**src/rtl/traffic_light_controller.sv**
```systemverilog
// Two-road intersection sequencer: main road rests on green, side road and walk lamp
// are served on demand. All timing advances on a shared one-cycle tick strobe.
module traffic_light_controller #(
  parameter int unsigned MAIN_GREEN_TICKS = 20,
  parameter int unsigned SIDE_GREEN_TICKS = 10,
  parameter int unsigned YELLOW_TICKS     = 3,
  parameter int unsigned ALL_RED_TICKS    = 1,
  parameter int unsigned CNT_W            = 8
) (
  input  logic       clk,
  input  logic       reset,
  input  logic       tick,
  input  logic       side_sensor,
  input  logic       ped_req,
  output logic [1:0] main_signal,
  output logic [1:0] side_signal,
  output logic       ped_walk,
  output logic [2:0] phase
);

  typedef enum logic [2:0] {
    MAIN_GREEN  = 3'd0,
    MAIN_YELLOW = 3'd1,
    ALL_RED_A   = 3'd2,
    SIDE_GREEN  = 3'd3,
    SIDE_YELLOW = 3'd4,
    ALL_RED_B   = 3'd5
  } state_e;

  localparam logic [1:0] SIG_RED    = 2'b00;
  localparam logic [1:0] SIG_YELLOW = 2'b01;
  localparam logic [1:0] SIG_GREEN  = 2'b10;

  localparam logic [CNT_W-1:0] MG_LAST  = CNT_W'(MAIN_GREEN_TICKS - 1);
  localparam logic [CNT_W-1:0] SG_LAST  = CNT_W'(SIDE_GREEN_TICKS - 1);
  localparam logic [CNT_W-1:0] YEL_LAST = CNT_W'(YELLOW_TICKS - 1);
  localparam logic [CNT_W-1:0] AR_LAST  = CNT_W'(ALL_RED_TICKS - 1);
  localparam logic [CNT_W-1:0] CNT_ONE  = CNT_W'(1);

  state_e           state_q, state_d;
  logic [CNT_W-1:0] cnt_q, cnt_d;
  logic             ped_pending_q, ped_pending_d;
  logic             walk_flag_q, walk_flag_d;

  always_ff @(posedge clk) begin
    if (reset) begin
      state_q       <= MAIN_GREEN;
      cnt_q         <= '0;
      ped_pending_q <= 1'b0;
      walk_flag_q   <= 1'b0;
    end else begin
      state_q       <= state_d;
      cnt_q         <= cnt_d;
      ped_pending_q <= ped_pending_d;
      walk_flag_q   <= walk_flag_d;
    end
  end

  always_comb begin
    state_d       = state_q;
    cnt_d         = cnt_q;
    ped_pending_d = ped_pending_q | ped_req;
    walk_flag_d   = walk_flag_q;

    case (state_q)
      // Counter parks at its last value; the exit waits for demand on a tick.
      MAIN_GREEN: begin
        if (tick) begin
          if (cnt_q == MG_LAST) begin
            if (side_sensor || ped_pending_q) begin
              state_d = MAIN_YELLOW;
              cnt_d   = '0;
            end
          end else begin
            cnt_d = cnt_q + CNT_ONE;
          end
        end
      end
      MAIN_YELLOW: begin
        if (tick) begin
          if (cnt_q == YEL_LAST) begin
            state_d = ALL_RED_A;
            cnt_d   = '0;
          end else begin
            cnt_d = cnt_q + CNT_ONE;
          end
        end
      end
      ALL_RED_A: begin
        if (tick) begin
          if (cnt_q == AR_LAST) begin
            state_d = SIDE_GREEN;
            cnt_d   = '0;
          end else begin
            cnt_d = cnt_q + CNT_ONE;
          end
        end
      end
      SIDE_GREEN: begin
        if (tick) begin
          if (cnt_q == SG_LAST) begin
            state_d = SIDE_YELLOW;
            cnt_d   = '0;
          end else begin
            cnt_d = cnt_q + CNT_ONE;
          end
        end
      end
      SIDE_YELLOW: begin
        if (tick) begin
          if (cnt_q == YEL_LAST) begin
            state_d = ALL_RED_B;
            cnt_d   = '0;
          end else begin
            cnt_d = cnt_q + CNT_ONE;
          end
        end
      end
      ALL_RED_B: begin
        if (tick) begin
          if (cnt_q == AR_LAST) begin
            state_d = MAIN_GREEN;
            cnt_d   = '0;
          end else begin
            cnt_d = cnt_q + CNT_ONE;
          end
        end
      end
      default: begin
        state_d     = MAIN_GREEN;
        cnt_d       = '0;
        walk_flag_d = 1'b0;
      end
    endcase

    // A request arriving on the entry edge itself is dropped: clear wins.
    if ((state_d == SIDE_GREEN) && (state_q != SIDE_GREEN)) begin
      ped_pending_d = 1'b0;
      walk_flag_d   = ped_pending_q;
    end
    if ((state_q == SIDE_GREEN) && (state_d != SIDE_GREEN)) begin
      walk_flag_d = 1'b0;
    end
  end

  always_comb begin
    main_signal = SIG_RED;
    side_signal = SIG_RED;
    phase       = 3'd0;
    case (state_q)
      MAIN_GREEN: begin
        main_signal = SIG_GREEN;
        phase       = 3'd0;
      end
      MAIN_YELLOW: begin
        main_signal = SIG_YELLOW;
        phase       = 3'd1;
      end
      ALL_RED_A:   phase = 3'd2;
      SIDE_GREEN: begin
        side_signal = SIG_GREEN;
        phase       = 3'd3;
      end
      SIDE_YELLOW: begin
        side_signal = SIG_YELLOW;
        phase       = 3'd4;
      end
      ALL_RED_B:   phase = 3'd5;
      default: begin
        main_signal = SIG_RED;
        side_signal = SIG_RED;
        phase       = 3'd0;
      end
    endcase
  end

  assign ped_walk = walk_flag_q;

endmodule

```
**config.mk**
```make
export PLATFORM = sky130hd
export DESIGN_NAME = traffic_light_controller
export DESIGN_NICKNAME = d
export VERILOG_FILES = /design/src/rtl/traffic_light_controller.sv
export SDC_FILE = /design/constraint.sdc
export NUM_CORES = 1
export LEC_CHECK = 0
export CAP_MARGIN = 5
export CORE_MARGIN = 10
export CORE_UTILIZATION = 54
export DETAILED_ROUTE_END_ITERATION = 8
export PLACE_DENSITY = 0.87
export SLEW_MARGIN = 5
export SYNTH_ARGS = -nofsm -noshare
export SYNTH_HDL_FRONTEND = slang
export SYNTH_SLANG_ARGS = --single-unit
```
**constraint.sdc**
```tcl
create_clock -name clk -period 2.7 [get_ports clk]
set_clock_uncertainty 0.2 [all_clocks]
set_input_delay 0.405 -clock clk [delete_from_list [all_inputs] [get_ports clk]]
set_output_delay 0.405 -clock clk [all_outputs]
set_load 0.01 [all_outputs]
```
# After elaboration in Yosys (flattened, before gate mapping)
# Index checks and enable logic that the tools add are counted.
dict set report word_totals {
  regBits 13
  out_inout_bits 8
  elab_cells 63
}
dict set report op_classes {
  addsub 1
  eq_ne 17
  mux 29
  bitwise 1
  n_reduce_logical 11
}
# operator n
set op_table {}
lappend op_table {{$mux 8} 9}
lappend op_table {{$mux 3} 13}
lappend op_table {{$pmux 8 s4} 1}
lappend op_table {{$pmux 3 s6} 1}
lappend op_table {{$pmux 3 s5} 1}
lappend op_table {{$eq 3x2->1 const B} 3}
lappend op_table {{$add 8x1->8 const B} 1}
lappend op_table {{$eq 8x2->1 const B} 1}
lappend op_table {{$eq 8x4->1 const B} 1}
lappend op_table {{$eq 8x5->1 const B} 1}
lappend op_table {{$logic_not 8->1} 1}
lappend op_table {{$pmux 2 s2} 2}
lappend op_table {{$reduce_or 2->1} 4}
lappend op_table {{$eq 3x3->1 const B} 2}
lappend op_table {{$ne 2x1->1 const B} 3}
lappend op_table {{$ne 3x2->1 const B} 2}
lappend op_table {{$reduce_or 6->1} 1}
lappend op_table {{$reduce_and 5->1} 1}
lappend op_table {{$ne 2x2->1 const B} 2}
lappend op_table {{$eq 3x1->1 const B} 1}
lappend op_table {{$logic_not 3->1} 1}
lappend op_table {{$ne 3x3->1 const B} 1}
lappend op_table {{$logic_and 1x1->1} 2}
lappend op_table {{$mux 1} 2}
lappend op_table {{other kinds (2)} 2}

# Depth between registers and ports, before layout
# Gate-level depths: netlist of run 1.
dict set report logic_depth {
  depth_word 8
  mapped_depth 6
  depth_no_buf 6
}

# Worst setup path before layout of run 1
# No wires, ideal clock.
dict set report synth_path {
  kind {register -> register}
  startpoint {reg cnt_q[5]}
  endpoint {reg cnt_q[7]}
  setup_time_ns 0.140
  arrival_time_ns 1.517
  required_ns 2.360
  setup_slack_ns 0.843
  path_stages_with_launch 5
  n_path_buf 0
  path_cell_list {dfxtp_1 -> or3_4 -> or4_4 -> nand3_4 -> a22oi_2}
}
dict set report synth_between {
  elab_chain_cells 4
  elab_cells_between_ends 16
  cone_classes {add/sub: 1; eq/ne: 4; mux: 9; reduce/logical: 2}
}
# item line
set synth_lines {}
lappend synth_lines {{from (decl)} 41} ;# logic [CNT_W-1:0] cnt_q, cnt_d;
lappend synth_lines {{from (signal assigned)} 53} ;# cnt_q <= cnt_d;
lappend synth_lines {{$add 8x1->8, or another cell as far along} --}
lappend synth_lines {{$mux 8, on equally long branches (2 in series)} --}
lappend synth_lines {{$pmux 8 s4} 65} ;# case (state_q)
# Several ways; a longest one is shown, not always the timed one. The select of a mux whose other input is x is not followed.
# A chain may end at the register's enable or synchronous reset.

# Worst setup path after layout of run 1
dict set report layout_path {
  startpoint {reg state_q[1]}
  endpoint {out side_signal[1]}
}
dict set report layout_between {
  elab_chain_cells 2
  elab_cells_between_ends 3
  cone_classes {eq/ne: 2; mux: 1}
}
# item line
set layout_lines {}
lappend layout_lines {{from (decl)} 40} ;# state_e state_q, state_d;
lappend layout_lines {{from (signal assigned)} 52} ;# state_q <= state_d;
lappend layout_lines {{$eq 3x3->1 or $eq 3x2->1 (tied branches)} 150} ;# case (state_q)
lappend layout_lines {{$pmux 2 s2 *} 150}
lappend layout_lines {{to (decl)} 16} ;# output logic [1:0] side_signal,
# Every way passes the cells marked *; elsewhere a longest branch is shown, timed or not.

==> run metrics, run 1 <==
status=finished, final reports clean; io pins=13; Root Buffer=clkbuf_4; FILL cells=169; DR top layer=met4; setup bufs post-CTS=0; area share of the largest cell type after synthesis=24.2%; placed inst area=0.00121 mm²; syn_nets=131; Synth Area per Inst=8.81 µm²; final wirelength=2540 µm; fin nets=144; Wirelength per Cell=15.8 µm; main combinational cell family by area after synthesis=simple AND/OR/NAND/NOR gates; total of warnings raised by yosys=0; Synth Area in Compound Gates=25.8%; DRC Markers=0; Post-Synth Adder-Cell Area=4.66%; Worst-Margin Slew=0.721 ns; Post-synth EDFFs=0; ys flop type=dfxtp_1; met3 routed WL=77 µm; Slew HR=51.3%; Final TNS setup=0 ns; largest net degree at the start of global routing=17; number of global-route vias before repair=939; critical path capture point type=output pin; post-synth top area cell=dfxtp_1; FMAX=0.406 GHz; CTS hold repair buffers=0; part of the Yosys area used for sequential elements=24.2%; final setup violation count=0; largest cells by area after synthesis=dfxtp_1 (24%), a22oi_2 (9.3%), ha_1 (4.7%); TritonCTS clock tree=yes; Max Cap Viol=0; Max rail drop VDD=0.229 mV; first-pass iteration count of the detailed router=4; GPL Wtd Cong=0.880; antenna violations before repair=0; Clock transition at path regs=0.09 ns; Async S/R FF share, synth=0%; Setup crit start kind=register; xor and xnor area share after synthesis=0.815%; share of layout cells above drive strength 1=20.1%; ant diodes=0; Port Buffers=12; leakage power=0.423 nW; Iter 0 DRT Violations=39; Yosys cell types=47; post-synthesis mux area share=0%; worst min path class=reg2reg; RSZ-0062 raised after global routing=no; power per cell area=329 mW/mm²; CTS Sinks=13; core area=0.00192 mm²; final instance area=0.00123 mm²; via-per-instance ratio=6.29; post-synthesis register bit count=13; global route overflow=0; number of core rows=16; count leader, synth=dfxtp_1; later-pin clock latency in the skew report=0.29 ns; met1 wire length=1160 µm; Die Width=64.6 µm; cts bufs inserted=3; minimum clock period=2.46 ns; Max FO, Critical Path=12; GRT Util Overall=12.5%; area grow syn2layout=14.7%; Synth Area in Simple Gates=38.2%; Post-Synthesis Cells=122; # resized after CTS=0; Die Y=64.6 µm; crit share post-route=91.2%; cell area after synthesis=0.00107 mm²; Routed Antenna Nets=0; routed wl met2=1240 µm; dpl hpwl=1930 µm; Crit path arrival time=1.86 ns; crit path kind=reg2out; initial core utilization=55.9%; Max Slew Vio Count=0; Synth top cells by count=dfxtp_1 (13), a22oi_2 (8), nor2_1 (8); depth of the CTS H-tree=1; first-pass GRT wire length=4320 µm; final hold vios=0; required time of the critical path=2.10 ns; total number of vias=1,012; Die ar.=0.00418 mm²; clock tree buffer depth=2
==> per-layer routing <==
metal  track usage, %  vias up
met5                0        -
li1                 -      500
met1             15.1      481
met4             6.95        0
met3             2.75        7
met2             20.1       24
==> sequential cells by signal (all words and copies together) (netlist names) <==
register       cells
cnt_q              8
ped_pending_q      1
ped_walk           1
state_q            3
==> metrics by stage <==
stage / setup slack, ns / util [%] / std cells / hold WS [ns] / total power, W
floorplan: 0.843 / - / 122 / 0.259 / 0.000261
global placement: 0.378 / 62.8 / 157 / 0.296 / 0.000279
detailed placement: 0.351 / 62.8 / 157 / 0.302 / 0.000281
CTS: 0.250 / 64.1 / 161 / 0.314 / 0.000411
global route: 0.136 / 64.1 / 161 / 0.326 / 0.000424
finish: 0.237 / 64.1 / 161 / 0.306 / 0.000406
==> cell type report <==
cell class / instances / area, µm² / share of cell area (%)
Sequential cell: 13 / 260 / 21.1
Tap cell: 27 / 33.8 / 2.74
Multi-Input combinational cell: 96 / 747 / 60.6
Inverter: 6 / 22.5 / 1.83
Clock buffer: 4 / 26.3 / 2.13
Timing Repair Buffer: 15 / 143 / 11.6
==> final timing paths <==
kind	startpoint	to	slack [ns]	cells past startpoint
worst max-delay path	state_q[1]	side_signal[1]	0.24	4
worst min-delay path	ped_pending_q	ped_walk	0.31	2
worst max register to register	cnt_q[1]	cnt_q[1]	0.55	6
worst min register to register	ped_pending_q	ped_walk	0.31	2
==> power by group <==
part	switching [W]	internal, W
clock	0.0000709	0.0000575
sequential	0.00000908	0.000197
combinational	0.0000405	0.0000311
==> kinds of logic after synthesis <==
logic type               Yosys count
AND/OR/NAND/NOR                   58
AO/OA/AOI/OAI                     33
buffers and inverters             13
flip-flops                        13
adder cells (fa/ha/maj)            4
XOR/XNOR                           1
==> cell usage in the layout (no fill, tap or decap), types with 2 or more instances in the layout <==
| cell type | count |
|---|---|
| buf_4 | 3 |
| or3_4 | 2 |
| nand3_1 | 5 |
| and2_1 | 2 |
| a22oi_2 | 8 |
| nand4_1 | 2 |
| a21oi_1 | 4 |
| or4_1 | 5 |
| a31oi_1 | 2 |
| nor2_1 | 8 |
| nand2b_1 | 4 |
| or4b_1 | 3 |
| o211ai_1 | 2 |
| or3_1 | 2 |
| ha_1 | 4 |
| clkdlybuf4s50_1 | 12 |
| nor3_1 | 6 |
| o31ai_1 | 4 |
| inv_1 | 5 |
| dfxtp_1 | 13 |
| o21ai_1 | 5 |
| nand2_1 | 5 |
| clkbuf_4 | 3 |
==> critical path, stage by stage (launching register included) <==
cell,delay (ns)
dfxtp_1,0.58
nand2b_1,0.23
inv_2,0.11
and2_1,0.12
clkdlybuf4s50_1,0.53
Note: power is estimated with default switching activity, not from simulation.
==> run 2, diff against run 1 <==
- CORE_ASPECT_RATIO: unset -> 0.7
==> run 2 against run 1 <==
  * Via count up 3.7%
  * First-iteration DRC count up 97%
  * Critical path depth down 2
  * Fmax down 2.7%
  * Clock power down 5%
  * Critical endpoint is now main_signal[0]
  * Largest power group unchanged
==> run metrics, run 2 (same netlist as run 1, synthesis figures left out) <==
hold path endpoint=ped_walk; io pins=13; leakage power=0.418 nW; total number of vias=1,049; biggest registers after layout=cnt_q x8, state_q x3; TritonCTS clock tree=yes; Routed Antenna Nets=0; critical path capture point type=output pin; Total Power=0.000400 W; Die ar.=0.00420 mm²; fin nets=143; Max FO, Critical Path=19; power per cell area=328 mW/mm²; max incr delay on CP=0.72 ns; final setup violation count=0; Root Buffer=clkbuf_4; final wirelength=2660 µm; hold path cells=2; global route overflow=0; Clock transition at path regs=0.08 ns; Setup crit start kind=register; first-pass iteration count of the detailed router=7; GRT Util Overall=12.4%; commonest non-fill, non-tap cell in the layout=dfxtp_1; required time of the critical path=2.10 ns; worst min path class=reg2reg; Critical Path, Cell by Cell=nor3b_1, clkdlybuf4s50_1; core area=0.00187 mm²; antenna violations before repair=0; Slew HR=54.0%; CTS hold repair buffers=0; Bufs and invs on worst path=1; first-pass GRT wire length=4290 µm; final hold vios=0; FMAX=0.395 GHz; FILL cells=157; Iter 0 DRT Violations=77; hold path startpoint=ped_pending_q; RR Endpoint=cnt_q[7]; slowest library cell on the worst path=dfxtp_1; number of global-route vias before repair=916; Crit path arrival time=1.93 ns; crit path kind=reg2out; Port Buffers=12; Max Cap Viol=0; Die Width=73.3 µm; minimum clock period=2.53 ns; Max Slew Vio Count=0; area grow syn2layout=13.4%; Reg2Reg Setup Slack=0.45 ns; commonest non-fill, non-tap cells in the layout=dfxtp_1 (13), clkdlybuf4s50_1 (12), nor2_1 (8), a22oi_2 (8), nor3_1 (6); Hold WS=0.319 ns; Worst-Margin Slew=0.690 ns; Die Y=57.3 µm; depth of the CTS H-tree=1; number of core rows=13; final worst slack=0.169 ns; status=finished, final reports clean; R2R Path Start=state_q[0]; CTS Sinks=13; Wirelength per Cell=17.1 µm; Biggest register=cnt_q; max reg flops=8; cts bufs inserted=3; largest net degree at the start of global routing=20; via-per-instance ratio=6.77; later-pin clock latency in the skew report=0.28 ns; Top delay family on crit path=flip-flops; Place WS=0.383 ns; cell count of the worst reg-to-reg path=5; Final TNS setup=0 ns; DRC Markers=0; GPL Wtd Cong=0.879; dpl hpwl=2030 µm; # resized after CTS=0; ant diodes=0; cell depth of the worst setup path=2; share of layout cells above drive strength 1=19.5%; clock tree buffer depth=2; RSZ-0062 raised after global routing=no; crit share post-route=93.7%; Max rail drop VDD=0.371 mV; initial core utilization=57.5%; setup bufs post-CTS=0
-- run 2: worst max path at each step --
stage | start | to | slack (ns)
final | state_q[0] | main_signal[0] | 0.17
after global placement | side_sensor | cnt_q[7] | 0.44
after floorplan | cnt_q[5] | cnt_q[7] | 0.84
after detailed placement | tick | ped_walk | 0.38
after global routing | state_q[0] | main_signal[0] | 0.04
after CTS | state_q[0] | main_signal[0] | 0.18
-- run 2: tightest hold or removal path: stages (launching register included) --
cell and delay (ns):
dfxtp_1 0.34, nand2_1 0.07, a211oi_1 0.07
-- run 2: area by class of cell --
class                           instances  area (µm²)  area share [%]
Multi-Input combinational cell         96         747            61.3
Clock buffer                            4        26.3            2.16
Sequential cell                        13         260            21.4
Tap cell                               22        27.5            2.26
Inverter                                6        22.5            1.85
Timing Repair Buffer                   14         135            11.1
-- run 2: per-stage QoR --
stage | instances | util (%) | instance area, µm²
final | 155 | 65.2 | 1220
after detailed placement | 151 | 63.7 | 1190
after floorplan | 122 | - | 1070
after CTS | 155 | 65.2 | 1220
after global routing | 155 | 65.2 | 1220
after global placement | 151 | 63.7 | 1190
-- run 2: metal layers --
metal	GRT usage, %	vias to the layer above	routed length (µm)
li1	-	495	-
met1	15.9	502	1140
met2	19.8	50	1260
met3	4.15	2	238
met4	2.12	0	13
met5	0	-	0
-- run 2: where the power goes --
part           switching [W]  internal, W
Clock              0.0000644    0.0000573
Sequential        0.00000832     0.000197
Combinational      0.0000416    0.0000316
Total               0.000114     0.000286
